`src/rtl/mult_div_pkg.sv`:
```
// Shared definitions for the sequential signed multiply/divide unit.
//   DEFAULT_WIDTH  operand width used when the unit is not parameterised
//   OP_MULT/OP_DIV encoding of the Op input
//   state_t        controller state encoding
package mult_div_pkg;

  localparam int DEFAULT_WIDTH = 32;

  localparam logic OP_MULT = 1'b0;
  localparam logic OP_DIV  = 1'b1;

  typedef enum logic [2:0] {
    S_IDLE,
    S_MULT,
    S_DIV,
    S_FIX,
    S_DONE
  } state_t;

endpackage

```
`src/rtl/mult_div_unit.sv`:
```
// Sequential signed multiply / divide unit, one result bit per cycle.
//
// Ports:
//   Clk      system clock, rising edge
//   Reset    synchronous active-low reset
//   Start    begin an operation (accepted only in IDLE)
//   Op       0 = signed multiply, 1 = signed divide
//   A, B     multiplicand/dividend and multiplier/divisor
//   Hi, Lo   MULT: product upper/lower half; DIV: remainder/quotient
//   Busy     high whenever the unit is not idle
//   Done     one-cycle completion pulse
//   DivZero  sticky divide-by-zero flag, cleared by the next accepted Start
//
// state  | meaning
// -------+-------------------------------------------------------------
// IDLE   | waiting for Start
// MULT   | unsigned shift-add on operand magnitudes, WIDTH iterations
// DIV    | unsigned restoring division on magnitudes, WIDTH iterations
// FIX    | apply sign correction and load Hi/Lo
// DONE   | one-cycle completion, Done high
module mult_div_unit
  import mult_div_pkg::*;
#(
  parameter int WIDTH = DEFAULT_WIDTH
) (
  input  logic             Clk,
  input  logic             Reset,
  input  logic             Start,
  input  logic             Op,
  input  logic [WIDTH-1:0] A,
  input  logic [WIDTH-1:0] B,
  output logic [WIDTH-1:0] Hi,
  output logic [WIDTH-1:0] Lo,
  output logic             Busy,
  output logic             Done,
  output logic             DivZero
);

  localparam int            CW   = $clog2(WIDTH) + 1;
  localparam logic [CW-1:0] ITER = CW'(WIDTH);

  state_t          state;
  logic [CW-1:0]   count;
  logic            op_q;
  logic            sign_a;
  logic            sign_b;
  // work_hi is one bit wider to hold the adder carry (MULT) and the
  // trial-subtraction borrow (DIV).
  logic [WIDTH:0]  work_hi;
  logic [WIDTH-1:0] work_lo;
  logic [WIDTH-1:0] operand;

  logic [WIDTH-1:0]   abs_a;
  logic [WIDTH-1:0]   abs_b;
  logic [WIDTH:0]     add_sum;
  logic [WIDTH:0]     div_shift;
  logic [WIDTH:0]     div_diff;
  logic [2*WIDTH-1:0] prod;
  logic [2*WIDTH-1:0] prod_fix;
  logic [WIDTH-1:0]   quot_fix;
  logic [WIDTH-1:0]   rem_fix;

  always_comb begin
    // The most negative value maps onto itself, which is the correct
    // unsigned magnitude in WIDTH bits.
    abs_a     = A[WIDTH-1] ? -A : A;
    abs_b     = B[WIDTH-1] ? -B : B;
    add_sum   = work_hi + (work_lo[0] ? {1'b0, operand} : '0);
    div_shift = {work_hi[WIDTH-1:0], work_lo[WIDTH-1]};
    div_diff  = div_shift - {1'b0, operand};
    prod      = {work_hi[WIDTH-1:0], work_lo};
    prod_fix  = (sign_a ^ sign_b) ? -prod : prod;
    quot_fix  = (sign_a ^ sign_b) ? -work_lo : work_lo;
    rem_fix   = sign_a ? -work_hi[WIDTH-1:0] : work_hi[WIDTH-1:0];
  end

  always_ff @(posedge Clk) begin
    if (!Reset) begin
      state   <= S_IDLE;
      count   <= '0;
      op_q    <= 1'b0;
      sign_a  <= 1'b0;
      sign_b  <= 1'b0;
      work_hi <= '0;
      work_lo <= '0;
      operand <= '0;
      Hi      <= '0;
      Lo      <= '0;
      Busy    <= 1'b0;
      Done    <= 1'b0;
      DivZero <= 1'b0;
    end else begin
      case (state)
        S_IDLE: begin
          if (Start) begin
            op_q    <= Op;
            sign_a  <= A[WIDTH-1];
            sign_b  <= B[WIDTH-1];
            Busy    <= 1'b1;
            if (Op == OP_DIV && B == '0) begin
              DivZero <= 1'b1;
              Done    <= 1'b1;
              state   <= S_DONE;
            end else begin
              DivZero <= 1'b0;
              count   <= ITER;
              work_hi <= '0;
              work_lo <= abs_a;
              operand <= abs_b;
              state   <= (Op == OP_DIV) ? S_DIV : S_MULT;
            end
          end
        end
        S_MULT: begin
          // Shift {sum, multiplier} right: product bits enter work_lo from the top.
          work_hi <= {1'b0, add_sum[WIDTH:1]};
          work_lo <= {add_sum[0], work_lo[WIDTH-1:1]};
          count   <= count - 1'b1;
          if (count == CW'(1)) state <= S_FIX;
        end
        S_DIV: begin
          // Borrow set means the trial subtraction failed: restore.
          if (div_diff[WIDTH]) begin
            work_hi <= div_shift;
            work_lo <= {work_lo[WIDTH-2:0], 1'b0};
          end else begin
            work_hi <= div_diff;
            work_lo <= {work_lo[WIDTH-2:0], 1'b1};
          end
          count <= count - 1'b1;
          if (count == CW'(1)) state <= S_FIX;
        end
        S_FIX: begin
          if (op_q == OP_MULT) begin
            Hi <= prod_fix[2*WIDTH-1:WIDTH];
            Lo <= prod_fix[WIDTH-1:0];
          end else begin
            Hi <= rem_fix;
            Lo <= quot_fix;
          end
          Done  <= 1'b1;
          state <= S_DONE;
        end
        S_DONE: begin
          Done  <= 1'b0;
          Busy  <= 1'b0;
          state <= S_IDLE;
        end
        default: begin
          Done  <= 1'b0;
          Busy  <= 1'b0;
          state <= S_IDLE;
        end
      endcase
    end
  end

endmodule
```
`config.mk`:
```
export PLATFORM = sky130hd
export DESIGN_NAME = mult_div_unit
export DESIGN_NICKNAME = d
export VERILOG_FILES = /design/src/rtl/mult_div_pkg.sv /design/src/rtl/mult_div_unit.sv
export SDC_FILE = /design/constraint.sdc
export NUM_CORES = 1
export LEC_CHECK = 0
export ABC_AREA = 0
export CORE_MARGIN = 10
export CORE_UTILIZATION = 45
export DETAILED_ROUTE_END_ITERATION = 10
export PLACE_DENSITY = 0.65
export SYNTH_ARGS = -nofsm -noshare
export SYNTH_HDL_FRONTEND = slang
export SYNTH_SLANG_ARGS = --single-unit
export TNS_END_PERCENT = 100
```
`constraint.sdc`:
```
create_clock -name Clk -period 5 [get_ports Clk]
set_input_delay 1 -clock Clk [delete_from_list [all_inputs] [get_ports Clk]]
set_output_delay 1 -clock Clk [all_outputs]
set_load 0.005 [all_outputs]
```
==> results of run 1 <==
## metal layers
layer	track usage, %	vias up	wire length [um]	share of wire, %
li1	-	6666	-	-
met1	31.00	6260	21070	48
met2	34.49	481	18930	44
met3	3.423	44	2872	6.6
met4	5.036	0	576	1.3
met5	0	-	0	0
## cells by family after synthesis
| logic type | after synthesis |
|---|---|
| xor+xnor | 162 |
| buf+inv | 179 |
| flops | 176 |
| compound gates | 561 |
| simple gates | 599 |
| mux | 22 |
| fa+ha+maj | 73 |
## state kept, by name, indices dropped and copies added, names as in the netlist
register  count
Hi           32
work_hi      33
state         3
operand      32
count         6
op_q          1
Busy          1
sign_b        1
sign_a        1
Lo           32
DivZero       1
Done          1
work_lo      32
## per-stage QoR
stage                     hold slack (ps)  instances  setup WS (ps)  util, %
final                               450.5       2262          429.5    53.59
after global routing                475.8       2262          9.645    53.59
after CTS                           454.2       2261          514.6    53.58
after detailed placement            444.2       2229          540.0    51.49
after global placement              440.5       2229          689.3    51.49
after floorplan                     431.9       1772          823.3        -
## placed cells by master (no fill, tap or decap), drive strengths merged, types with 23 or more instances in the layout
cell           count
o31ai             34
a211oi            80
nor2             245
a21oi            131
dfxtp            176
o21ai            116
xor2              84
nand3             25
buf               42
nand2            137
xnor2             78
nor3              36
ha                71
clkdlybuf4s50    134
inv               77
a21o              27
a221oi            23
or3               24
## worst register-to-register path: cells and delay by family, from the launching register on
family | cells | cell delay [ps]
AO/OA/AOI/OAI | 8 | 1820
adder cells (fa/ha/maj) | 3 | 900
buffers and inverters | 4 | 700
flip-flops | 1 | 410
multiplexers | 1 | 360
AND/OR/NAND/NOR | 3 | 220
## area by class of cell
cell class / count / area share, %
sequential: 176 / 22.18
tap: 390 / 3.072
inverter: 70 / 1.670
antenna: 1 / 0.01576
timing repair buffer: 176 / 10.67
multi-input combinational: 1417 / 58.49
clock inverter: 15 / 1.221
clock buffer: 17 / 2.678
## where the power goes
group | switching [mW] | total, mW | internal [mW]
combinational | 1.95 | 3.35 | 1.40
clock | 0.698 | 1.46 | 0.766
sequential | 0.251 | 1.82 | 1.57
total | 2.90 | 6.63 | 3.73
## what timing repair did
item,4_1_cts,5_1_grt
endpoints found under the hold margin,0,0
hold buffers,0,0
endpoints found under the setup margin,0,1
gates resized for setup,0,1
## how the worst min path moves through the flow
stage                     cells past startpoint           to  slack, ps        start
after global placement                        2         Done        440         Done
after detailed placement                      2       Hi[28]        440       Hi[28]
after global routing                          2        Hi[7]        480        Hi[7]
after CTS                                     2       Hi[28]        450       Hi[28]
after floorplan                               2  operand[31]        430  operand[31]
final                                         2         Done        450         Done
==> run_results.csv, run 1 <==
group,metric,value,unit
setup_path,cp.depth,19,
setup_path,cp_slowest_stage_delay,460,ps
sta,max_slew_margin,19.48,%
cells_and_area,regArea,0.003523,sq mm
setup_path,crit_family,"compound AO/OA/AOI/OAI gates",
setup_path,r2r-start,"work_lo[31]",
clocking,numCtsBuffers,17,
pwr,p_per_area,417.4,mW/mm^2
clocking,clk_pin_slew,90,ps
floorplan,ios,135,
setup_path,crit_chain,"inv_1 -> ha_1 -> fa_1 -> nor2b_1 -> o2111ai_1 -> a31oi_1 -> a211oi_1 -> nor3_1 -> buf_4 -> o21ai_0 -> o21bai_1 -> a21oi_1 -> o21bai_1 -> ha_1 -> buf_4 -> buf_12 -> mux2_2 -> a222oi_1 -> nor2_1",
route,wire_per_inst,19.21,um
yosys,yosysMostFrequentCell,"nor2_1",
yosys,synthAdderAreaFrac,6.857,%
yosys,netlist_area,0.01354,sq mm
yosys,seq_area_frac_synth,26.02,%
floorplan,die_w,193.5,um
yosys,ys.flop_type,"dfxtp_1",
yosys,postSynth.asyncResetShare,0,%
setup_path,crit_path_end,"work_hi[7]",
setup_path,reg2reg_slack,430,ps
setup_path,crit_type,"reg -> reg",
grt,grt_pass1_vias,12790,
placed_design,place_area,0.01526,sq mm
clocking,clockBufferDepth,2,
yosys,yosys_warnings,0,
placed_design,io_buffers,134,
sta,setup_viol,0,
pwr,ir_worst_vdd,0.2451,mV
yosys,ys_seq_elements,176,
sta,rsz0062_at_grt,"no",
yosys,synthMuxAreaShare,1.747,%
sta,drv_slew,0,
grt,grt-ovfl-total,0,
sta,layout_min_cycle_time,4570,ps
yosys,synth_area_leaders,"dfxtp_1 26%, nor2_1 6.7%, ha_1 6.6%",
setup_path,reg2reg_to,"work_hi[7]",
placed_design,dp_hpwl,32850,um
yosys,syn-mean-instance-area,7.641,sq um
min_path,hold_path_class,"reg -> reg",
clocking,cts_root_buf,"clkbuf_16",
setup_path,critPathBufInv,4,
placed_design,place.gp.congestion,0.9311,
outcome,status,"completed",
yosys,synthDominantCellAreaShare,26.02,%
pwr,power.leakage,6.098,nW
setup_path,end_kind,"register",
clocking,htree_levels,4,
yosys,synth_compound_area_share,27.76,%
route,wirelength,43450,um
setup_path,crit_fanout,20,
cells_and_area,layout.nets,1999,
yosys,synth_top_area_cell,"dfxtp_1",
clocking,post_cts_buffers,0,
yosys,yosysUniqueCellTypes,86,
floorplan,dieArea,0.03742,sq mm
cells_and_area,fin_area,0.01588,sq mm
cells_and_area,area_growth_syn_to_layout,17.31,%
floorplan,die_h,193.5,um
sta,max_freq,0.2188,GHz
yosys,syn-num-nets,1913,
floorplan,rows,63,
grt,grt_use_total,22.05,%
clocking,cts_tree,"built",
setup_path,required,5290,ps
route,antenna_left,0,
yosys,netlist_instances,1772,
route,dr.pass1.iters,8,
clocking,clk_latency,440,ps
grt,antenna_found_initial,1,
route,drc,0,
pwr,power.total,6.629,mW
cells_and_area,multi_input_area,0.009290,sq mm
yosys,synth_edf_count,0,
route,vias_per_cell,5.947,
yosys,synthSimpleGateAreaFrac,21.53,%
sta,tns,0,ps
cells_and_area,drive_above_1_share,6.841,%
setup_path,startpoint,"work_lo[31]",
route,drtIter0Drc,1212,
setup_path,critPathSlowestCell,"ha_1",
route,num_vias,13450,
sta,worstMarginPinSlew,1208,ps
yosys,synth_top_family_by_area,"compound AO/OA/AOI/OAI gates",
setup_path,reg2regPathDepth,19,
yosys,synthXorXnorAreaFrac,10.48,%
clocking,cts_num_sinks,176,
floorplan,start_util,45.68,%
sta,final_hold_viol_count,0,
job,drv_cap,0,
grt,grt_pass1_wl,69440,um
setup_path,cp_data_arrival_time,4870,ps
sta,fin_skew,16.85,ps
floorplan,coreArea,0.02964,sq mm
grt,grt_max_degree,101,
setup_path,worstSetupStartpointType,"register",
cells_and_area,n_fill_cell,2896,
yosys,netlist_top_cells_count,"242 x nor2_1, 176 x dfxtp_1, 137 x nand2_1, 131 x a21oi_1, 113 x o21ai_0",
sta,finalCritPeriodShare,91.41,%
(Power assumes the default switching activity.)
==> inputs of run 2 (changes only) <==
- CORE_UTILIZATION: 45 -> 55
- PLACE_DENSITY: 0.65 -> 0.77
- SETUP_SLACK_MARGIN: unset -> 0.15
==> run 2 against run 1 <==
  * Design area down 0.66%
  * Largest power group unchanged
  * Critical path depth stayed put
  * Flip-flop and latch count unchanged
  * Hold slack gained 0.92 ps
  * Global-route usage rose by 3.4 points
  * Clock-buffer cell count stayed put
  * Fmax grew 0.96%
  * Routed wire length down 4.3%
  * Cell count decreased by 2.7%
  * Sequential power about the same
==> run_results.csv, run 2 (synthesized netlist as in run 1, its figures left out) <==
group,metric,value,unit
outcome,status,"completed",
setup_path,required,5380,ps
floorplan,dieArea,0.03129,sq mm
pwr,cell_internal_pwr,3.629,mW
floorplan,coreArea,0.02425,sq mm
min_path,min_from,"Hi[28]",
sta,fin_skew,18.40,ps
job,drv_cap,0,
grt,met2_usage,40.49,%
pwr,clkPwrFrac,21.2,%
setup_path,critPathSlowestCell,"nor2_1",
grt,grt_use_total,25.43,%
cells_and_area,max_flop_register,"work_hi",
sta,layout_min_cycle_time,4527,ps
setup_path,worstSetupStartpointType,"register",
placed_design,place.gp.congestion,0.9993,
setup_path,end_kind,"register",
clocking,numCtsBuffers,17,
min_path,hold_path_class,"reg -> reg",
setup_path,r2r-start,"work_lo[31]",
pwr,power_frac_seq,27.8,%
pwr,power_switching,2.908,mW
clocking,cts_num_sinks,176,
route,num_vias,13700,
pwr,power.leakage,6.093,nW
cells_and_area,most-common-layout-cells,"241 x nor2_1, 176 x dfxtp_1, 137 x nand2_1",
pwr,switching_share,44.48,%
grt,met1_usage,34.95,%
cells_and_area,drive_above_1_share,7.040,%
placed_design,dp_hpwl,31330,um
route,wirelength,41580,um
route,drc,0,
sta,drv_slew,0,
floorplan,die_h,176.9,um
sta,worstMarginPinSlew,1147,ps
route,vias_per_cell,6.227,
clocking,cts_root_buf,"clkbuf_16",
grt,gr-usage-met3,3.883,%
cells_and_area,final_common_cell,"nor2_1",
clocking,clockBufferDepth,2,
cells_and_area,layout.nets,2003,
clocking,post_cts_buffers,0,
setup_path,reg2reg_to,"work_hi[29]",
grt,antenna_found_initial,1,
pwr,p_per_area,414.3,mW/mm^2
clocking,cts_hold_buf,0,
setup_path,crit_fanout,11,
clocking,htree_levels,4,
cells_and_area,fin_area,0.01578,sq mm
cells_and_area,area_growth_syn_to_layout,16.53,%
sta,max_freq,0.2209,GHz
clocking,clk_pin_slew,70,ps
setup_path,cp_data_arrival_time,4910,ps
setup_path,reg2regPathDepth,19,
floorplan,ios,135,
min_path,hold_end,"Hi[28]",
route,antenna_left,0,
clocking,cts_resized,0,
setup_path,crit_chain,"inv_1 -> ha_1 -> fa_1 -> nor2b_1 -> o2111ai_1 -> a31oi_1 -> a211oi_1 -> nor3_1 -> buf_4 -> o21ai_0 -> o21bai_1 -> a21oi_1 -> o21bai_1 -> ha_1 -> nor2_1 -> a21oi_1 -> o31ai_1 -> o221ai_1 -> nand3_1",
sta,max_slew_margin,23.50,%
route,wire_per_inst,18.90,um
grt,grt_max_degree,101,
grt,grt_pass1_vias,12440,
setup_path,reg2reg_slack,470,ps
grt,grt_busiest_layer,"met2",
floorplan,rows,57,
pwr,pwr-share-comb,51.0,%
clocking,cts_tree,"built",
placed_design,io_buffers,134,
route,drtIter0Drc,1529,
min_path,min_path_cells,2,
grt,grt-ovfl-total,0,
sta,final_hold_viol_count,0,
placed_design,place_area,0.01518,sq mm
sta,setup_viol,0,
sta,rsz0062_at_grt,"no",
clocking,clk_latency,450,ps
sta,tns,0,ps
pwr,ir_worst_vdd,0.2677,mV
setup_path,cp_slowest_stage_delay,670,ps
floorplan,die_w,176.9,um
grt,grt_pass1_wl,65340,um
setup_path,crit_type,"reg -> reg",
sta,finalCritPeriodShare,90.54,%
route,dr.pass1.iters,6,
floorplan,start_util,55.84,%
cells_and_area,largest_reg_flops,33,
run 2: cell count changes in the layout (fill, tap and decap cells not counted), sizes merged:
cell    change
clkinv      +2
buf         +4
bufinv      -2
run 2: through the flow:
step	hold WS (ps)	setup slack [ps]	cells	total power [mW]	util (%)
2_1_floorplan	431.9	823.3	1772	4.192	-
3_3_place_gp	434.3	768.8	2167	5.022	62.62
3_5_place_dp	442.4	577.9	2167	5.073	62.62
4_1_cts	453.7	512.4	2199	6.458	65.06
5_1_grt	472.0	167.7	2200	6.918	65.07
6_report	451.4	472.8	2200	6.537	65.07
run 2: power by group through the flow:
stage / Combinational (mW) / Sequential, mW / Clock [mW]
finish: 3.34 / 1.82 / 1.39
global route: 3.64 / 1.84 / 1.44
CTS: 3.26 / 1.80 / 1.39
detailed placement: 3.24 / 1.84 / 0
global placement: 3.20 / 1.83 / 0
floorplan: 2.44 / 1.76 / 0
run 2: final cells by class:
class / instances / area (sq um)
inverters: 70 / 265.3
clock inverters: 15 / 166.4
flip-flops and latches: 176 / 3523
multi-input cells: 1417 / 9290
diodes: 1 / 2.502
clock buffers: 17 / 425.4
well taps: 324 / 405.4
fillers: 2149 / 8471
repair buffers: 180 / 1699
run 2: routing by layer:
metal / vias up / share of wire (%)
li1: 6663 / -
met1: 6314 / 45
met2: 653 / 44
met3: 70 / 9.2
met4: 0 / 2.0
met5: - / 0
run 2: worst max-delay path, delay by kind of cell, from the launching register on:
family / cells / cell delay, ps
simple gates: 4 / 1140
flops: 1 / 490
fa+ha+maj: 3 / 1000
buf+inv: 2 / 310
compound gates: 10 / 1530
run 2: worst max path at each step:
stage / startpoint / endpoint / slack (ps) / depth (start not counted)
2_1_floorplan: work_lo[31] / work_hi[28] / 820 / 19
5_1_grt: work_lo[31] / work_hi[29] / 170 / 19
3_5_place_dp: work_lo[31] / work_hi[29] / 580 / 19
4_1_cts: work_lo[31] / work_hi[29] / 510 / 19
3_3_place_gp: work_lo[31] / work_hi[29] / 770 / 19
6_report: work_lo[31] / work_hi[29] / 470 / 19
